`src/rtl/rsa_ser_pkg.sv`:
```
// rsa_ser_pkg: shared constants and state encoding for the
// RSA result serializer (word width, header magic, FSM states).
package rsa_ser_pkg;

   localparam int WORD_W = 32;

   localparam logic [15:0] HDR_MAGIC = 16'hA5A5;

   typedef logic [1:0] state_t;

   localparam state_t S_IDLE = 2'd0;
   localparam state_t S_HDR  = 2'd1;
   localparam state_t S_SEND = 2'd2;

   // Word index width; a one-word block still needs a 1-bit index.
   function automatic int idx_width(input int nwords);
      return (nwords > 1) ? $clog2(nwords) : 1;
   endfunction

endpackage

```
`src/rtl/rsa_result_serializer.sv`:
```
// rsa_result_serializer: splits one wide RSA result block into
// 32-bit words, least-significant first, into an output FIFO.
// Ports:
//   hclk, hresetn         clock, async active-low reset
//   flush                 sync abort of the block in progress
//   in_data/in_valid/in_ready   block handshake from the RSA core
//   out_data/out_wen      FIFO write port, fifo_full backpressure
//   busy                  a block is being emitted
//   blocks_done           wrapping count of fully emitted blocks
// Build option: RSA_SER_HDR_EN adds a header word
//   {HDR_MAGIC, 8'h00, NWORDS} ahead of every block.
module rsa_result_serializer
   import rsa_ser_pkg::*;
#(
   parameter int IN_W  = 256,
   parameter int CNT_W = 16
) (
   input  logic             hclk,
   input  logic             hresetn,
   input  logic             flush,
   input  logic [IN_W-1:0]  in_data,
   input  logic             in_valid,
   output logic             in_ready,
   output logic [31:0]      out_data,
   output logic             out_wen,
   input  logic             fifo_full,
   output logic             busy,
   output logic [CNT_W-1:0] blocks_done
);

   localparam int NWORDS = IN_W / WORD_W;
   localparam int IDX_W  = idx_width(NWORDS);

   localparam logic [IDX_W-1:0] LAST_IDX = IDX_W'(NWORDS - 1);

`ifdef RSA_SER_HDR_EN
   localparam logic [31:0] HDR_WORD = {HDR_MAGIC, 8'h00, 8'(NWORDS)};
   localparam state_t      FIRST_ST = S_HDR;
`else
   localparam state_t      FIRST_ST = S_SEND;
`endif

   state_t           state;
   state_t           state_nxt;
   logic [IN_W-1:0]  shreg;
   logic [IDX_W-1:0] idx;
   logic [CNT_W-1:0] done_cnt;

   logic capture;
   logic pay_wr;
   logic last_wr;

   assign capture = (state == S_IDLE) & in_valid & ~flush;
   assign pay_wr  = (state == S_SEND) & out_wen;
   assign last_wr = pay_wr & (idx == LAST_IDX);

   assign blocks_done = done_cnt;

   // State register
   always_ff @(posedge hclk or negedge hresetn) begin
      if (!hresetn) begin
         state <= S_IDLE;
      end else begin
         state <= state_nxt;
      end
   end

   // Next-state logic; flush wins over everything else
   always_comb begin
      state_nxt = state;
      if (flush) begin
         state_nxt = S_IDLE;
      end else begin
         unique case (state)
            S_IDLE: begin
               if (in_valid) begin
                  state_nxt = FIRST_ST;
               end
            end
`ifdef RSA_SER_HDR_EN
            S_HDR: begin
               if (out_wen) begin
                  state_nxt = S_SEND;
               end
            end
`endif
            S_SEND: begin
               if (last_wr) begin
                  state_nxt = S_IDLE;
               end
            end
            default: begin
               state_nxt = S_IDLE;
            end
         endcase
      end
   end

   // Output logic; writes are gated by the FIFO full flag and flush
   always_comb begin
      in_ready = (state == S_IDLE);
      busy     = (state != S_IDLE);
      out_wen  = 1'b0;
      out_data = shreg[WORD_W-1:0];
      unique case (state)
`ifdef RSA_SER_HDR_EN
         S_HDR: begin
            out_wen  = ~fifo_full & ~flush;
            out_data = HDR_WORD;
         end
`endif
         S_SEND: begin
            out_wen = ~fifo_full & ~flush;
         end
         default: begin
            out_wen = 1'b0;
         end
      endcase
   end

   // Shift register and word index; both hold while the FIFO is full
   always_ff @(posedge hclk or negedge hresetn) begin
      if (!hresetn) begin
         shreg <= '0;
         idx   <= '0;
      end else if (flush) begin
         shreg <= '0;
         idx   <= '0;
      end else if (capture) begin
         shreg <= in_data;
         idx   <= '0;
      end else if (pay_wr) begin
         shreg <= shreg >> WORD_W;
         idx   <= idx + 1'b1;
      end
   end

   // Completed-block counter, wraps naturally
   always_ff @(posedge hclk or negedge hresetn) begin
      if (!hresetn) begin
         done_cnt <= '0;
      end else if (last_wr) begin
         done_cnt <= done_cnt + 1'b1;
      end
   end

endmodule
```
`config.mk`:
```
export PLATFORM = sky130hd
export DESIGN_NAME = rsa_result_serializer
export DESIGN_NICKNAME = d
export VERILOG_FILES = /design/src/rtl/rsa_ser_pkg.sv /design/src/rtl/rsa_result_serializer.sv
export SDC_FILE = /design/constraint.sdc
export NUM_CORES = 1
export LEC_CHECK = 0
export ABC_AREA = 0
export CAP_MARGIN = 5
export CORE_UTILIZATION = 40
export CTS_CLUSTER_DIAMETER = 30
export DETAILED_ROUTE_END_ITERATION = 12
export PLACE_DENSITY = 0.7
export SLEW_MARGIN = 20
export SYNTH_ARGS = -nofsm -noshare
export SYNTH_HDL_FRONTEND = slang
export SYNTH_SLANG_ARGS = --single-unit
```
`constraint.sdc`:
```
create_clock -name hclk -period 2.4 [get_ports hclk]
set_input_delay 0.48 -clock hclk [delete_from_list [all_inputs] [get_ports hclk]]
set_output_delay 0.48 -clock hclk [all_outputs]
set_load 0.1 [all_outputs]
```
== Yosys cells after proc, flatten, opt, wreduce, memory -nomap -nowiden ==
Index checks and enable logic that the tools add are counted.
Storage, ports and cells
  flip-flop bits (word level): 277
  logic and storage cells: 32
Cells by class
  add/sub/neg operators: 2
  equal/unequal tests: 4
  multiplexer cells: 11
  bitwise gates (word level): 7
  reduce and logical (&&, ||, !) cells: 4
Operators by type and width (number)
  $mux 256: 3
  $add 16x1->16 const B: 1
  $mux 3: 3
  $mux 2: 3
  $ne 3x3->1 const B: 2
  $and 1x1->1: 5
  $pmux 2 s2: 1
  $add 3x1->3 const B: 1
  $eq 3x3->1 const B: 1
  $reduce_bool 3->1: 1
  $eq 2x2->1 const B: 1
  $logic_not 2->1: 1
  $not 1->1: 2
  $reduce_and 2->1: 1
  $reduce_bool 2->1: 1
  $mux 1: 1

== Depth between registers and ports, before layout ==
Gate-level depths: netlist of the first run.
  word-level depth: 8
  depth in mapped cells: 7
  gate-level depth less buffers: 6

== Worst setup path before layout of the first run ==
OpenSTA, ideal clock, no wires.
  path kind: reg2out
  from: reg state[1]
  to: out out_wen
  data arrival time: 2.758 ns
  setup slack: -0.838 ns
  stages on the path, launching flop included: 5
  buffers on the path: 1
  cells stage by stage: dfrtp_1 inv_2 or3_4 clkbuf_1 inv_1
Between the ends
  word-level cells in the longest chain between the ends: 2
Ends and longest elaborated chain
  from (decl): line rsa_result_serializer.sv:43  | state_t state;
  from (signal assigned): line rsa_result_serializer.sv:64  | state <= state_nxt;
  $eq 2x2->1: line rsa_result_serializer.sv:105  | unique case (state)
  $mux 1: line rsa_result_serializer.sv:105
  to (decl): line rsa_result_serializer.sv:25  | output logic out_wen,
Every way passes these cells.

== Worst setup path after layout of the first run ==
Ends and elaborated chain as after synthesis.

==> results of run 1 <==
==> cell families after synthesis <==
| family | Yosys count |
|---|---|
| AO/OA/AOI/OAI | 485 |
| XOR/XNOR | 15 |
| adder cells (fa/ha/maj) | 3 |
| buffers and inverters | 141 |
| flip-flops | 276 |
| multiplexers | 1 |
| AND/OR/NAND/NOR | 260 |
==> cell usage in the layout, fill, tap and decap left out, types with 2 or more instances in the layout <==
cell type and count:
a22o_1 34, a2bb2oi_1 115, a2bb2oi_2 109, buf_12 23, buf_4 75, bufinv_16 11, clkbuf_1 4, clkbuf_16 71
clkbuf_8 8, clkdlybuf4s50_1 259, clkinv_2 12, clkinv_4 6, clkinv_8 2, clkinvlp_4 10, dfrtp_1 275, ha_1 3
inv_1 2, inv_6 3, nand2_1 234, nand3_1 5, nand4_1 4, nor2_1 5, nor3_1 3, o21ai_0 222
o21ai_1 3, xnor2_1 11, xor2_1 4
==> path summary, 6_finish.rpt <==
kind / slack (ns) / cells after the start / from / endpoint
min in group hclk: 0.48 / 1 / blocks_done[15]$_DFFE_PN0P_ / blocks_done[15]$_DFFE_PN0P_
hold reg to reg: 0.48 / 1 / blocks_done[15]$_DFFE_PN0P_ / blocks_done[15]$_DFFE_PN0P_
setup reg to reg: 0.50 / 6 / state[1]$_DFFE_PN0P_ / shreg[21]$_DFFE_PN0P_
setup / recovery: 0.06 / 4 / state[1]$_DFFE_PN0P_ / out_wen
hold / removal: 0.47 / 2 / hresetn / blocks_done[8]$_DFFE_PN0P_
max in group asynchronous: 1.13 / 3 / hresetn / shreg[137]$_DFFE_PN0P_
==> what timing repair did <==
| item | 4_1_cts | 5_1_grt |
|---|---|---|
| hold buffers | 1 | 0 |
| hold endpoints to repair | 52 | 0 |
| cloned | 1 | 0 |
| pin swaps | 1 | 1 |
| endpoints found under the setup margin | 1 | 1 |
==> report_power, final <==
group          switching (W)  total [W]  leakage, nW  internal, W
logic                0.00127    0.00250         3.29      0.00123
clock network        0.00281    0.00962         1.19      0.00681
registers           0.000318    0.00543         3.55      0.00512
total                0.00440     0.0176         8.03       0.0132
==> Yosys cell counts, types with 4 or more instances <==
cell type / count
a22o_1: 34
a2bb2oi_2: 109
nand3_1: 5
nand2_1: 234
buf_6: 23
clkbuf_1: 71
buf_4: 32
o21ai_0: 222
buf_2: 11
a2bb2oi_1: 115
xor2_1: 4
nor2_1: 6
xnor2_1: 11
nand4_1: 4
dfrtp_1: 276
==> area by class of cell <==
class | instances | area, um2
clock inverters | 42 | 561
repair buffers | 359 | 3640
well taps | 435 | 544
multi-input cells | 765 | 5320
clock buffers | 83 | 1900
inverters | 4 | 23.8
flip-flops and latches | 276 | 6910
fillers | 2556 | 12900
==> worst max-delay path: stages, from the launching register on <==
cell        delay (ns)
dfrtp_4           0.45
inv_6             0.05
or3_4             0.48
clkinvlp_4        0.16
buf_12            0.18
==> flip-flops by register name (all words and copies together), names as in the netlist <==
name,flops
idx,3
shreg,256
state,1
blocks_done,16
==> layer usage <==
| metal | up-vias | global-route usage | share of wire |
|---|---|---|---|
| li1 | 4896 | - | - |
| met1 | 5139 | 0.307 | 0.47 |
| met2 | 362 | 0.332 | 0.46 |
| met3 | 49 | 0.0369 | 0.059 |
| met4 | 0 | 0.0686 | 0.016 |
| met5 | - | 0 | 0 |
==> stage by stage <==
stage | hold slack, ns | setup WS, ns | std cells | area, um2
global route | 0.475 | 0.000381 | 1964 | 18900
finish | 0.474 | 0.0619 | 1964 | 18900
global placement | 0.449 | 0.0765 | 1837 | 16400
detailed placement | 0.454 | 0.0151 | 1837 | 16400
CTS | 0.459 | 0.0121 | 1964 | 18900
floorplan | 0.184 | 0.0523 | 1181 | 13100
==> impl_metrics.json, run 1 <==
{
  "cellPowerDensity_nw_per_um2": 928,
  "cts_tree": "done",
  "final_util": 0.594,
  "setup_tns_ns": 0,
  "ys.flop_type": "dfrtp_1",
  "die_w_um": 183,
  "route.detailed.drc": 0,
  "cap_violations": 0,
  "nets": 1739,
  "dieArea_um2": 33300,
  "critPathMaxFanout": 11,
  "coreArea_um2": 31800,
  "yosysTopAreaCellShare": 0.530,
  "maxSlewHeadroom": 0.658,
  "die_h_um": 183,
  "hold_class": "primary input to asynchronous set/reset pin",
  "dp_hpwl_um": 23800,
  "synth.largest_area_cell": "dfrtp_1",
  "critPathArrivalTime_ns": 1.86,
  "synth_compound_area_frac": 0.314,
  "mappedNetlistArea_um2": 13000,
  "grtUsageTotal": 0.215,
  "ys_seq_area_frac": 0.530,
  "avgSynthCellArea_um2": 11.0,
  "antenna_found_initial": 0,
  "wl_um": 35600,
  "htree_levels": 3,
  "clk_latency_ns": 0.54,
  "grt_max_degree": 116,
  "synth_cell_types": 31,
  "fin_crit_sh": 0.974,
  "ys_async_sr_fraction": 1.00,
  "cts_resized": 0,
  "start_util": 0.410,
  "rows": 65,
  "yosysWarningCount": 0,
  "viasPerCell": 5.32,
  "power_w": 0.0176,
  "synth_fp_nets": 1445,
  "critPathLaunchType": "register",
  "grt_pass1_vias": 10660,
  "port_buffers": 311,
  "syn_to_final_growth_pct": 45.0,
  "grt_pass1_wl_um": 57600,
  "synth_simple_gate_area_frac": 0.0791,
  "clk_root_buffer_cell": "clkbuf_16",
  "clockBufferDepth": 3,
  "rsz0062_at_grt": "false",
  "required_ns": 1.92,
  "cts_sinks": 276,
  "ant_nets": 0,
  "synth_xor_area_frac": 0.0101,
  "numCtsBuffers": 69,
  "synth_mux_area_frac": 0.000768,
  "synth-edff-count": 0,
  "p_leak_nw": 8.03,
  "synth_fa_ha_area_frac": 0.00288,
  "end_kind": "output pin",
  "place.gp.congestion": 0.765,
  "critPathKind": "register to output pin",
  "postCtsSetupBuffers": 0,
  "period_minus_slack_ns": 2.34,
  "grt_overflow": 0,
  "setup_viol": 0,
  "drive_above_1_share": 0.221,
  "ys_ff_latch": 276,
  "fmax_mhz": 428,
  "dr.pass1.iters": 5,
  "syn_inst": 1181,
  "drt_iter0_drc": 665,
  "drv_slew": 0,
  "path_clk_slew_ns": 0.04,
  "synth_top_family_by_area": "compound AO/OA/AOI/OAI gates",
  "outcome": "finished clean",
  "synthTopCellsByArea": "dfrtp_1 53%, a2bb2oi_2 13%, o21ai_0 8.5%",
  "ios": 312,
  "num_vias": 10446,
  "n_antenna_cell": 0,
  "hold_violations": 0,
  "detail_route.wl_per_cell_um": 18.1,
  "fin_skew_ns": 0.0241,
  "max_slew.worst_pin.slew_ns": 0.513,
  "vdd_ir_drop_max_v": 0.000536
}
Note: power is estimated with default switching activity, not from simulation.
==> run 2, diff against run 1 <==
--- a/config.mk
+++ b/config.mk
@@ -9,6 +9,8 @@
 export CAP_MARGIN = 5
-export CORE_UTILIZATION = 40
+export CELL_PAD_IN_SITES_DETAIL_PLACEMENT = 1
+export CELL_PAD_IN_SITES_GLOBAL_PLACEMENT = 2
+export CORE_UTILIZATION = 34
 export CTS_CLUSTER_DIAMETER = 30
 export DETAILED_ROUTE_END_ITERATION = 12
-export PLACE_DENSITY = 0.7
+export PLACE_DENSITY = 0.88
 export SLEW_MARGIN = 20
--- a/constraint.sdc
+++ b/constraint.sdc
@@ -3,2 +3,2 @@
 set_output_delay 0.48 -clock hclk [all_outputs]
-set_load 0.1 [all_outputs]
+set_load 0.02 [all_outputs]
==> run 2 against run 1 <==
Compared with the run above:
- clock-buffer cell count up 18
- first-iteration DRC count down 39%
- routed wire length up 14%
- critical endpoint unchanged
- critical path type unchanged
- sequential share of layout area fell by 0.73 points
- flip-flop and latch count unchanged
==> impl_metrics.json, run 2 (synthesis results as in run 1) <==
{
  "place.gp.congestion": 0.788,
  "max_slew.worst_pin.slew_ns": 0.699,
  "fin_skew_ns": 0.0195,
  "grt_pass1_wl_um": 64800,
  "num_vias": 10486,
  "power.internal_w": 0.0135,
  "required_ns": 1.92,
  "n_fill_cell": 3964,
  "critPathKind": "register to output pin",
  "wl_um": 40600,
  "maxSlewHeadroom": 0.534,
  "sw_frac_of_total": 0.238,
  "hold_class": "primary input to register",
  "setup_viol": 0,
  "p_leak_nw": 8.03,
  "antenna_found_initial": 3,
  "hold_path_depth": 3,
  "grt_overflow": 0,
  "cp.depth": 4,
  "coreArea_um2": 37700,
  "path_cells": "inv_2, or3_4, inv_1, clkdlybuf4s15_2",
  "critPathMaxFanout": 5,
  "critPathLaunchType": "register",
  "min_from": "in_data[6]",
  "fin_crit_sh": 0.960,
  "power_w": 0.0177,
  "drv_slew": 0,
  "setup_ws_ns": 0.0948,
  "dpl_cell_area_um2": 16700,
  "port_buffers": 311,
  "path_clk_slew_ns": 0.04,
  "syn_to_final_growth_pct": 47.8,
  "post-place-cells": 1909,
  "clk_root_buffer_cell": "clkbuf_16",
  "cts_sinks": 276,
  "clockBufferDepth": 3,
  "start_util": 0.346,
  "path_buf_inv": 3,
  "hold_violations": 0,
  "rsz0062_at_grt": "false",
  "cap_violations": 0,
  "multi_input_area_um2": 5320,
  "r2r-start": "state[1]$_DFFE_PN0P_",
  "critPathTopFamily": "buffers and inverters",
  "ant_nets": 0,
  "end_kind": "output pin",
  "slowest_delay_ns": 0.40,
  "layout_commonest_cell": "clkdlybuf4s50_1",
  "net-switching-power_w": 0.00423,
  "r2r_cells": 6,
  "p_seq_frac": 0.306,
  "die_w_um": 198,
  "detail_route.wl_per_cell_um": 19.8,
  "route.detailed.drc": 0,
  "comb_power_share": 0.123,
  "worstSetupStartpoint": "state[1]$_DFFE_PN0P_",
  "numCtsBuffers": 77,
  "drt_iter0_drc": 404,
  "top_register": "shreg",
  "slowest_stage": "dfrtp_2",
  "clk_latency_ns": 0.57,
  "postCtsSetupBuffers": 0,
  "grtUsageTotal": 0.211,
  "grt_pass1_vias": 11341,
  "viasPerCell": 5.12,
  "drive_above_1_share": 0.186,
  "fmax_mhz": 434,
  "cts_tree": "done",
  "critPathArrivalTime_ns": 1.83,
  "final_cells": 2048,
  "power.share.clock": 0.570,
  "final_area_um2": 19300,
  "rows": 71,
  "dp_hpwl_um": 26600,
  "grt_max_degree": 102,
  "vdd_ir_drop_max_v": 0.000490,
  "final_cell_mix": "309 x clkdlybuf4s50_1, 275 x dfrtp_1, 234 x nand2_1",
  "ios": 312,
  "largest_register_ff_count": 256,
  "outcome": "finished clean",
  "dieArea_um2": 39100,
  "ff_latch_area_um2": 6910,
  "dr.pass1.iters": 4,
  "die_h_um": 198,
  "htree_levels": 3,
  "period_minus_slack_ns": 2.31,
  "nets": 1742,
  "place_ws_ns": -0.254,
  "cellPowerDensity_nw_per_um2": 921
}
[run 2: cell types whose count changed in the layout (fill, tap and decap cells not counted), moves of 2 or more]
cell	before	now
buf_12	23	27
buf_4	75	14
buf_6	0	2
bufinv_16	11	8
clkbuf_1	4	12
clkbuf_16	71	79
clkbuf_8	8	10
clkdlybuf4s50_1	259	309
clkinv_4	6	1
[run 2: worst reg2reg max path, cell delays in order, from the launching register on]
cell       delay, ns
dfrtp_2         0.43
inv_2           0.12
or3_4           0.15
buf_4           0.44
buf_4           0.55
o21ai_0         0.23
a2bb2oi_1       0.19
[run 2: worst paths after layout]
| path | slack (ns) | endpoint |
|---|---|---|
| setup / recovery | 0.09 | out_wen |
| setup reg to reg | 0.18 | shreg[63]$_DFFE_PN0P_ |
| max in group asynchronous | 1.16 | shreg[129]$_DFFE_PN0P_ |
| hold reg to reg | 0.48 | blocks_done[5]$_DFFE_PN0P_ |
| min in group asynchronous | 0.51 | blocks_done[9]$_DFFE_PN0P_ |
| hold / removal | 0.47 | shreg[6]$_DFFE_PN0P_ |
[run 2: layout make-up]
cell class	instances	share of cell area
multi-input cells	764	0.276
clock buffers	101	0.112
diodes	1	0.000130
well taps	511	0.0332
flip-flops and latches	276	0.358
inverters	4	0.000779
repair buffers	355	0.197
clock inverters	36	0.0230
[run 2: layer usage]
metal | wire [um] | GRT usage | up-vias
li1 | - | - | 4885
met1 | 18800 | 0.287 | 5260
met2 | 18800 | 0.329 | 285
met3 | 2310 | 0.0494 | 52
met4 | 610 | 0.0701 | 4
met5 | 34 | 0 | -
[run 2: power by group through the flow]
stage	sequential [W]	combinational (W)	clock (W)
finish	0.00544	0.00219	0.0101
detailed placement	0.00549	0.00220	0
global placement	0.00548	0.00214	0
floorplan	0.00537	0.00133	0
global route	0.00549	0.00237	0.0106
CTS	0.00544	0.00223	0.0103
[run 2: what timing repair did]
item	in CTS	in global routing
hold buffers	1	0
hold endpoints to repair	66	0
resized for setup	4	2
setup endpoints to repair	2	6
[run 2: per-stage QoR]
step / hold WS [ns] / setup TNS [ns] / utilization
final: 0.469 / 0 / 0.512
after global routing: 0.455 / 0 / 0.512
after CTS: 0.440 / 0 / 0.512
after detailed placement: 0.479 / -26.48 / 0.442
after global placement: 0.464 / -18.05 / 0.442
after floorplan: 0.184 / 0 / -
